==> config.mk <==
export PLATFORM = sky130hd
export DESIGN_NAME = dwt97_lift_stream
export DESIGN_NICKNAME = d
export VERILOG_FILES = /design/src/rtl/dwt97_lift_stream.sv
export SDC_FILE = /design/constraint.sdc
export NUM_CORES = 2
export LEC_CHECK = 0
export CAP_MARGIN = 25
export CELL_PAD_IN_SITES_DETAIL_PLACEMENT = 1
export CELL_PAD_IN_SITES_GLOBAL_PLACEMENT = 2
export CORE_MARGIN = 2
export CORE_UTILIZATION = 45
export DETAILED_ROUTE_END_ITERATION = 8
export GPL_TIMING_DRIVEN = 1
export HOLD_SLACK_MARGIN = 0.05
export PLACE_DENSITY_LB_ADDON = 0.1
export SLEW_MARGIN = 20
export SYNTH_ARGS = -nofsm -noshare
export SYNTH_HDL_FRONTEND = slang
export SYNTH_SLANG_ARGS = --single-unit
==> constraint.sdc <==
create_clock -name clk -period 87.8 [get_ports clk]
set_input_delay 8.78 -clock clk [delete_from_list [all_inputs] [get_ports clk]]
set_output_delay 8.78 -clock clk [all_outputs]
set_load 0.02 [all_outputs]
==> src/rtl/dwt97_lift_stream.sv <==
// Streaming CDF 9/7 forward DWT: one (even, odd) pair in, one (approx, detail) pair out per beat.
// Two lifting stages plus a scaling stage; frame edges use symmetric extension, each stage flushes its last element.
module dwt97_lift_stream #(
    parameter int DATA_W    = 16,
    parameter int GUARD     = 4,
    parameter int COEF_W    = 18,
    parameter int COEF_FRAC = 14,
    parameter int C_ALPHA   = -25987,
    parameter int C_BETA    = -868,
    parameter int C_GAMMA   = 14466,
    parameter int C_DELTA   = 7266,
    parameter int C_ZETA    = 18835,
    parameter int C_IZETA   = 14252
) (
    input  logic                      clk,
    input  logic                      rst_n,
    input  logic                      in_valid,
    output logic                      in_ready,
    input  logic [DATA_W-1:0]         in_even,
    input  logic [DATA_W-1:0]         in_odd,
    input  logic                      in_last,
    output logic                      out_valid,
    input  logic                      out_ready,
    output logic [DATA_W+GUARD-1:0]   out_a,
    output logic [DATA_W+GUARD-1:0]   out_d,
    output logic                      out_last,
    output logic                      busy,
    output logic                      ovf
);
    localparam int OUT_W = DATA_W + GUARD;
    localparam int PW    = OUT_W + COEF_W;
    localparam logic signed [PW-1:0]     RND  = PW'(1) << (COEF_FRAC - 1);
    localparam logic signed [COEF_W-1:0] K_A  = COEF_W'(C_ALPHA);
    localparam logic signed [COEF_W-1:0] K_B  = COEF_W'(C_BETA);
    localparam logic signed [COEF_W-1:0] K_G  = COEF_W'(C_GAMMA);
    localparam logic signed [COEF_W-1:0] K_D  = COEF_W'(C_DELTA);
    localparam logic signed [COEF_W-1:0] K_Z  = COEF_W'(C_ZETA);
    localparam logic signed [COEF_W-1:0] K_IZ = COEF_W'(C_IZETA);

    typedef enum logic [1:0] {S_IDLE, S_RUN, S_FLUSH} state_t;

    // Results are {clamp flag, value}.
    function automatic logic [OUT_W:0] f_add(input logic signed [OUT_W-1:0] a,
                                             input logic signed [OUT_W-1:0] b);
        logic [OUT_W:0] s;
        s = {a[OUT_W-1], a} + {b[OUT_W-1], b};
        if (s[OUT_W] != s[OUT_W-1])
            return {1'b1, s[OUT_W], {(OUT_W-1){~s[OUT_W]}}};
        return {1'b0, s[OUT_W-1:0]};
    endfunction

    function automatic logic [OUT_W:0] f_mul(input logic signed [OUT_W-1:0]  v,
                                             input logic signed [COEF_W-1:0] c);
        logic signed [PW-1:0] p;
        logic signed [PW-1:0] r;
        p = PW'(v) * PW'(c);
        r = (p + RND) >>> COEF_FRAC;
        if ((r[PW-1:OUT_W-1] == '0) || (r[PW-1:OUT_W-1] == '1))
            return {1'b0, r[OUT_W-1:0]};
        return {1'b1, r[PW-1], {(OUT_W-1){~r[PW-1]}}};
    endfunction

    // base + c*(p + q), the shape shared by all four lifting steps
    function automatic logic [OUT_W:0] f_lift(input logic signed [OUT_W-1:0]  base,
                                              input logic signed [OUT_W-1:0]  p,
                                              input logic signed [OUT_W-1:0]  q,
                                              input logic signed [COEF_W-1:0] c);
        logic [OUT_W:0] s, m, r;
        s = f_add(p, q);
        m = f_mul(s[OUT_W-1:0], c);
        r = f_add(base, m[OUT_W-1:0]);
        return {s[OUT_W] | m[OUT_W] | r[OUT_W], r[OUT_W-1:0]};
    endfunction

    state_t r_state, w_state_nxt;
    logic   w_adv, w_acc;
    logic signed [OUT_W-1:0] w_ext_e, w_ext_o;

    logic                    r_in_v, r_in_last;
    logic signed [OUT_W-1:0] r_in_e, r_in_o;
    logic                    r_h_v, r_d1p_v, r_s1_fl;
    logic signed [OUT_W-1:0] r_h_e, r_h_o, r_d1p;
    logic                    r_a_v, r_a_last;
    logic signed [OUT_W-1:0] r_a_d1, r_a_s1;
    logic                    r_g_v, r_d2p_v, r_s2_fl;
    logic signed [OUT_W-1:0] r_g_d1, r_g_s1, r_d2p;
    logic                    r_b_v, r_b_last;
    logic signed [OUT_W-1:0] r_b_d2, r_b_s2;
    logic                    r_ov, r_olast, r_ovf;
    logic signed [OUT_W-1:0] r_oa, r_od;

    logic                    w_s1_do, w_s2_do, w_f_d1, w_f_s1, w_f_d2, w_f_s2, w_f_a, w_f_d, w_clamp;
    logic signed [OUT_W-1:0] w_s1_ne, w_d1, w_d1p, w_s1, w_s2_ns, w_d2, w_d2p, w_s2, w_a, w_d;

    assign w_adv     = !(r_ov && !out_ready);
    assign in_ready  = (r_state != S_FLUSH) && w_adv;
    assign w_acc     = in_valid && in_ready;
    assign w_ext_e   = OUT_W'($signed(in_even));
    assign w_ext_o   = OUT_W'($signed(in_odd));
    assign out_valid = r_ov;
    assign out_a     = r_oa;
    assign out_d     = r_od;
    assign out_last  = r_olast;
    assign busy      = (r_state != S_IDLE);
    assign ovf       = r_ovf;

    // A stage's flush beat reuses its own held sample as the right neighbour (mirror at the frame end).
    always_comb begin
        w_s1_ne          = r_s1_fl ? r_h_e : r_in_e;
        w_s1_do          = (r_in_v && r_h_v) || r_s1_fl;
        {w_f_d1, w_d1}   = f_lift(r_h_o, r_h_e, w_s1_ne, K_A);
        w_d1p            = r_d1p_v ? r_d1p : w_d1;
        {w_f_s1, w_s1}   = f_lift(r_h_e, w_d1p, w_d1, K_B);
        w_s2_ns          = r_s2_fl ? r_g_s1 : r_a_s1;
        w_s2_do          = (r_a_v && r_g_v) || r_s2_fl;
        {w_f_d2, w_d2}   = f_lift(r_g_d1, r_g_s1, w_s2_ns, K_G);
        w_d2p            = r_d2p_v ? r_d2p : w_d2;
        {w_f_s2, w_s2}   = f_lift(r_g_s1, w_d2p, w_d2, K_D);
        {w_f_a, w_a}     = f_mul(r_b_s2, K_Z);
        {w_f_d, w_d}     = f_mul(r_b_d2, K_IZ);
        w_clamp          = (w_s1_do && (w_f_d1 || w_f_s1)) || (w_s2_do && (w_f_d2 || w_f_s2))
                         || (r_b_v && (w_f_a || w_f_d));
    end

    always_comb begin
        w_state_nxt = r_state;
        unique case (r_state)
            S_IDLE:  if (w_acc) w_state_nxt = in_last ? S_FLUSH : S_RUN;
            S_RUN:   if (w_acc && in_last) w_state_nxt = S_FLUSH;
            S_FLUSH: if (r_ov && out_ready && r_olast) w_state_nxt = S_IDLE;
            default: w_state_nxt = S_IDLE;
        endcase
    end

    always_ff @(posedge clk) begin
        if (!rst_n) begin
            r_state <= S_IDLE;
            r_in_v  <= 1'b0; r_in_last <= 1'b0; r_in_e <= '0; r_in_o <= '0;
            r_h_v   <= 1'b0; r_d1p_v <= 1'b0; r_s1_fl <= 1'b0; r_h_e <= '0; r_h_o <= '0; r_d1p <= '0;
            r_a_v   <= 1'b0; r_a_last <= 1'b0; r_a_d1 <= '0; r_a_s1 <= '0;
            r_g_v   <= 1'b0; r_d2p_v <= 1'b0; r_s2_fl <= 1'b0; r_g_d1 <= '0; r_g_s1 <= '0; r_d2p <= '0;
            r_b_v   <= 1'b0; r_b_last <= 1'b0; r_b_d2 <= '0; r_b_s2 <= '0;
            r_ov    <= 1'b0; r_olast <= 1'b0; r_oa <= '0; r_od <= '0;
            r_ovf   <= 1'b0;
        end else begin
            r_state <= w_state_nxt;
            if (w_adv) begin
                r_in_v <= w_acc;
                if (w_acc) begin
                    r_in_e    <= w_ext_e;
                    r_in_o    <= w_ext_o;
                    r_in_last <= in_last;
                end
                r_a_v    <= w_s1_do;
                r_a_d1   <= w_d1;
                r_a_s1   <= w_s1;
                r_a_last <= r_s1_fl;
                if (r_in_v) begin
                    r_h_v   <= 1'b1;
                    r_h_e   <= r_in_e;
                    r_h_o   <= r_in_o;
                    r_s1_fl <= r_in_last;
                end
                if (w_s1_do) begin
                    r_d1p   <= w_d1;
                    r_d1p_v <= 1'b1;
                end
                if (r_s1_fl) begin
                    r_h_v   <= 1'b0;
                    r_d1p_v <= 1'b0;
                    r_s1_fl <= 1'b0;
                end
                r_b_v    <= w_s2_do;
                r_b_d2   <= w_d2;
                r_b_s2   <= w_s2;
                r_b_last <= r_s2_fl;
                if (r_a_v) begin
                    r_g_v   <= 1'b1;
                    r_g_d1  <= r_a_d1;
                    r_g_s1  <= r_a_s1;
                    r_s2_fl <= r_a_last;
                end
                if (w_s2_do) begin
                    r_d2p   <= w_d2;
                    r_d2p_v <= 1'b1;
                end
                if (r_s2_fl) begin
                    r_g_v   <= 1'b0;
                    r_d2p_v <= 1'b0;
                    r_s2_fl <= 1'b0;
                end
                r_ov    <= r_b_v;
                r_olast <= r_b_v && r_b_last;
                if (r_b_v) begin
                    r_oa <= w_a;
                    r_od <= w_d;
                end
                r_ovf <= r_ovf || w_clamp;
            end
        end
    end
endmodule

### Word level (Yosys, flattened, before mapping)

Index checks and enable logic that the tools add are counted.

| word-level totals | value |
|---|---|
| register bits after elaboration | 281 |
| bits of input ports | 37 |
| output and inout bits | 45 |
| logic and storage cells | 207 |

| operators by class | value |
|---|---|
| $add $sub $neg | 14 |
| $mul | 6 |
| eq/ne operators | 20 |
| muxes and demuxes | 63 |
| bitwise gates (word level) | 23 |
| reductions and logical operators | 51 |

Operators by type and width:

| operator | count |
|---|---|
| $mux 21 | 28 |
| $eq 19x19->1 const B | 6 |
| $logic_not 19->1 | 6 |
| $add 20x20->21 | 5 |
| $mux 20 | 4 |
| $add 36x15->37 const B | 2 |
| $add 35x15->36 const B | 2 |
| $mul 20x16->36 const B | 2 |
| $mul 20x13->33 const B | 2 |
| $add 16x20->21 | 3 |
| $add 34x15->35 const B | 1 |
| $mul 20x14->34 const B | 1 |
| $add 31x15->32 const B | 1 |
| $mul 20x9->29 const B | 1 |
| $mux 1 | 26 |
| $reduce_and 2->1 | 10 |
| $not 1->1 | 15 |
| $logic_or 1x1->1 | 14 |
| $logic_and 1x1->1 | 12 |
| $reduce_bool 2->1 | 5 |
| $mux 2 | 4 |
| $ne 1x1->1 | 8 |
| $ne 2x2->1 const B | 4 |
| $or 1x1->1 | 8 |
| other kinds (6) | 7 |

### Longest topological paths before layout

| depth | value |
|---|---|
| depth in word-level cells | 36 |
| gate-level depth with buffers | 135 |
| depth with buffers taken out | 123 |

### Worst setup path after synthesis

OpenSTA, ideal clock, no wires.

| path | value |
|---|---|
| path kind | register to register |
| start point | reg r_s2_fl |
| end point | reg r_b_s2[10] |
| library setup time | 0.119 ns |
| data arrival time | 27.666 ns |
| required time | 87.681 ns |
| path slack | 60.015 ns |
| cell stages (with the launch flop) | 127 |
| buffers on the path | 11 |
| clock period less this slack | 27.785 ns |
| path through | dfxtp_1 > clkbuf_1 > clkbuf_1 > mux2i_1 > inv_1 > ha_1 > a21o_1 > a21oi_1 > o21bai_1 > a21oi_1 > nor2b_1 > o21ai_0 > a21oi_1 > o21ba_2 > a221o_1 > o21a_1 > o21ai_0 > a21oi_1 > [91 not listed] > a21o_1 > a21oi_1 > o21bai_1 > a21oi_1 > o21bai_1 > a21oi_1 > o21ai_0 > o211ai_1 > nand3_1 > and3_1 > or2_2 > a21oi_1 > xnor2_1 > ha_1 > o21ai_0 > nand2_1 > clkbuf_1 > o221a_2 |

| between the ends | value |
|---|---|
| cells in the longest elaborated chain, start to end | 30 |
| elaborated cells on any way between the ends | 44 |
| those cells by class | add/sub: 6; mul: 2; eq/ne: 6; mux: 20; bitwise: 6; reduce/logical: 4 |

RTL lines:

| what | line | source |
|---|---|---|
| from (decl) | 85 | `logic r_g_v, r_d2p_v, r_s2_fl;` |
| from (signal assigned) | 181 | `r_s2_fl <= r_a_last;` |
| $mux 20 * | 114 | `w_s2_ns = r_s2_fl ? r_g_s1 : r_a_s1;` |
| $add 20x20->21 * | 46 | `s = {a[OUT_W-1], a} + {b[OUT_W-1], b};` |
| $ne 1x1->1 / $not 1->1 (equally long branches) | 47, 48 |  |
| $mux 1 / $mux 21 (equally long branches) | 47 | `if (s[OUT_W] != s[OUT_W-1])` |
| $mux 21 * | 49 | `return {1'b0, s[OUT_W-1:0]};` |
| $mul 20x14->34 * | 56 | `p = PW'(v) * PW'(c);` |
| $add 35x15->36 * | 57 | `r = (p + RND) >>> COEF_FRAC;` |
| $eq 19x19->1 / $logic_not 19->1 (equally long branches) | 58 | `if ((r[PW-1:OUT_W-1] == '0) \|\| (r[PW-1:OUT_W-1] == '1))` |
| [14 not listed] | - |  |
| $eq 19x19->1 / $logic_not 19->1 (equally long branches) | 58 |  |
| $logic_or 1x1->1 | 58 |  |
| $mux 1 | 58 |  |
| $mux 21 * | 60 | `return {1'b1, r[PW-1], {(OUT_W-1){~r[PW-1]}}};` |
| $add 20x20->21 * | 46 |  |
| $ne 1x1->1 / $not 1->1 (equally long branches) | 47, 48 |  |
| $mux 1 / $mux 21 (equally long branches) | 47 |  |
| $mux 21 * | 49 |  |
| to (signal assigned) | 175 | `r_b_s2 <= w_s2;` |
| to (decl) | 88 | `logic signed [OUT_W-1:0] r_b_d2, r_b_s2;` |

Mark *: on every way between the ends. The rest lies on a longest branch, timed or not. The select of a mux whose other input is x is not followed.
A chain may end at the register's enable or synchronous reset.

### Worst setup path in the final report

| path | value |
|---|---|
| start point | reg r_s2_fl |
| end point | reg r_b_s2[6] |

Same word-level chain as after synthesis.

==> flow_summary.json <==
{
  "netlist.area_leader.share": 0.219,
  "drt_first_pass_iters": 5,
  "io_pins": 82,
  "cts_resized": 0,
  "fin_crit_sh": 0.376,
  "hold_path.class": "reg2reg",
  "cp_max_fo": 27,
  "core_area_mm2": 0.111,
  "die_width_um": 338,
  "synthTopCellsByArea": "fa_1, ha_1, dfxtp_1",
  "wl_per_cell_um": 20.0,
  "setup_viol": 0,
  "seq_area_frac_synth": 0.112,
  "routabilityCongestion": 0.902,
  "grt_max_degree": 111,
  "drt_iter0_drc": 1892,
  "antenna_found_initial": 1,
  "num_vias": 40200,
  "cts.sinks": 281,
  "slew_headroom": 0.301,
  "ant_nets": 0,
  "synth_top_flop_cell": "dfxtp_1",
  "io_buffers": 81,
  "critPathMaxStageDelay_ns": 0.88,
  "synthesis.area_mm2": 0.0502,
  "cts_buffers": 37,
  "final_common_cell": "inv_1",
  "final_layout_size_suffix_gt1_frac": 0.0475,
  "dieArea_mm2": 0.114,
  "grt_pass1_wl_mm": 236,
  "grt_use_total": 0.261,
  "fmax_ghz": 0.0303,
  "pre_cts_ws_ns": 55.26,
  "area_growth_pct": 7.06,
  "synth_largest_area_cell": "fa_1",
  "async_flop_share": 0,
  "start_util": 0.453,
  "startpoint_type": "register",
  "hold_viol": 0,
  "cts.reportedPaths.clkPinSlew_ns": 0.06,
  "min_period_ns": 32.98,
  "num_rows": 122,
  "postCtsSetupBuffers": 0,
  "syn_inst": 5846,
  "worstPathRequired_ns": 88.30,
  "vias_per_cell": 5.48,
  "insertedDiodeCount": 0,
  "skew_ns": 0.0245,
  "syn_nets": 7267,
  "fin_tns_setup_ns": 0,
  "ctsHoldBuffers": 0,
  "final_cell_mix": "inv_1, ha_1, fa_1",
  "die_h_um": 338,
  "crit_path_top_delay_cell": "a2111oi_0",
  "status": "completed",
  "nNetsFinal": 7246,
  "yosys_warnings": 0,
  "syn_area_per_cell_um2": 8.58,
  "clk_path_buf_depth": 3,
  "grt_pass1_vias": 42400,
  "hpwlAfterDp_mm": 126,
  "synth_cell_type_count": 110,
  "fin_ws_ns": 54.82,
  "critical_path_class": "reg2reg",
  "synth_edf_count": 0,
  "tightest_slew_ns": 1.02,
  "end_kind": "register",
  "ys_seq_elements": 281,
  "slew_viol_final": 0,
  "cp_common_cell": "a21oi_1",
  "gr-total-overflow": 0,
  "drv_cap": 0,
  "wl_mm": 147,
  "fin_hold_ws_ns": 0.451,
  "drc": 0,
  "clk_latency_ns": 0.58,
  "cp.arrival_ns": 33.49,
  "cts_tree": "yes",
  "root_buffer": "clkbuf_16",
  "h-tree-depth": 2,
  "rsz0062_at_grt": "false"
}
==> per-stage QoR <==
step / cell area (µm²) / instances / utilization
4_1_cts: 53700 / 7335 / 0.485
3_5_place_dp: 52400 / 7270 / 0.474
6_report: 53700 / 7339 / 0.486
3_3_place_gp: 52400 / 7270 / 0.474
2_1_floorplan: 50200 / 5846 / -
5_1_grt: 53700 / 7339 / 0.486
==> registers in the layout, summed over array words and instances (netlist names), 2 cells and up <==
register / cells
out_a: 20
out_d: 20
r_a_d1: 20
r_a_s1: 20
r_b_d2: 20
r_b_s2: 20
r_d1p: 20
r_d2p: 20
r_g_d1: 20
r_g_s1: 20
r_h_e: 16
r_h_o: 16
r_in_e: 16
r_in_o: 16
r_state: 2
==> cells in the mapped netlist (all sizes together) (47+ instances only) <==
cell    count
a21oi     377
dfxtp     281
clkbuf    169
mux2       82
nand3      83
ha        834
a21boi    126
nor3       79
xor2      140
nor2      291
fa        550
xnor2     201
a21o      102
o21a       88
o21ai     344
nand2b     47
inv       996
nand2     416
o21bai     52
==> path summary, 6_finish.rpt <==
kind	start	end	slack [ns]	cells after the start
setup / recovery	r_s2_fl$_SDFFE_PN0N_	r_b_s2[6]$_SDFFE_PN0N_	54.82	117
hold / removal	r_in_o[12]$_SDFFE_PN0P_	r_h_o[12]$_SDFFE_PN0P_	0.45	2
setup reg to reg	r_s2_fl$_SDFFE_PN0N_	r_b_s2[6]$_SDFFE_PN0N_	54.82	117
hold reg to reg	r_in_o[12]$_SDFFE_PN0P_	r_h_o[12]$_SDFFE_PN0P_	0.45	2
==> metal layers <==
metal | GRT usage | vias to the layer above | wire (µm)
li1 | - | 19600 | -
met3 | 0.0168 | 121 | 3270
met1 | 0.353 | 20100 | 69000
met2 | 0.460 | 393 | 71600
met4 | 0.0513 | 0 | 2830
met5 | 0 | - | 0
==> logic make-up (layout without fill, tap and decap cells) <==
logic type | after synthesis | after routing | synth area share
muxes | 95 | 95 | 0.0210
xor gates and xnor gates | 341 | 341 | 0.0598
adders and majority gates | 1384 | 1384 | 0.427
other | 2 | 2 | 0.000150
AOI/OAI and AO/OA | 1369 | 1369 | 0.177
and+or+nand+nor | 1199 | 1199 | 0.114
DFF | 281 | 281 | 0.112
buffers and inverters | 1175 | 1180 | 0.0887
==> final cells by class <==
cell class	instances	area, µm²
Fill cell	13100	56900
Multi-Input combinational cell	4390	40100
Sequential cell	281	5630
Inverter	997	3740
Tap cell	1488	1860
Timing Repair Buffer	118	1090
Clock buffer	47	1000
Clock inverter	18	280
==> critical path: cells and delay by family (launching register included) <==
kind                     cells  cell delay [ns]
buffers and inverters       11             1.45
AND/OR/NAND/NOR             16             4.72
AO/OA/AOI/OAI               64            15.71
flip-flops                   1             0.42
adder cells (fa/ha/maj)     21             9.57
XOR/XNOR                     4             0.58
multiplexers                 1             0.38
Power is left out: the tool's default activity adds up to more than one toggle a clock period on the data nets, which glitch-free logic cannot reach.
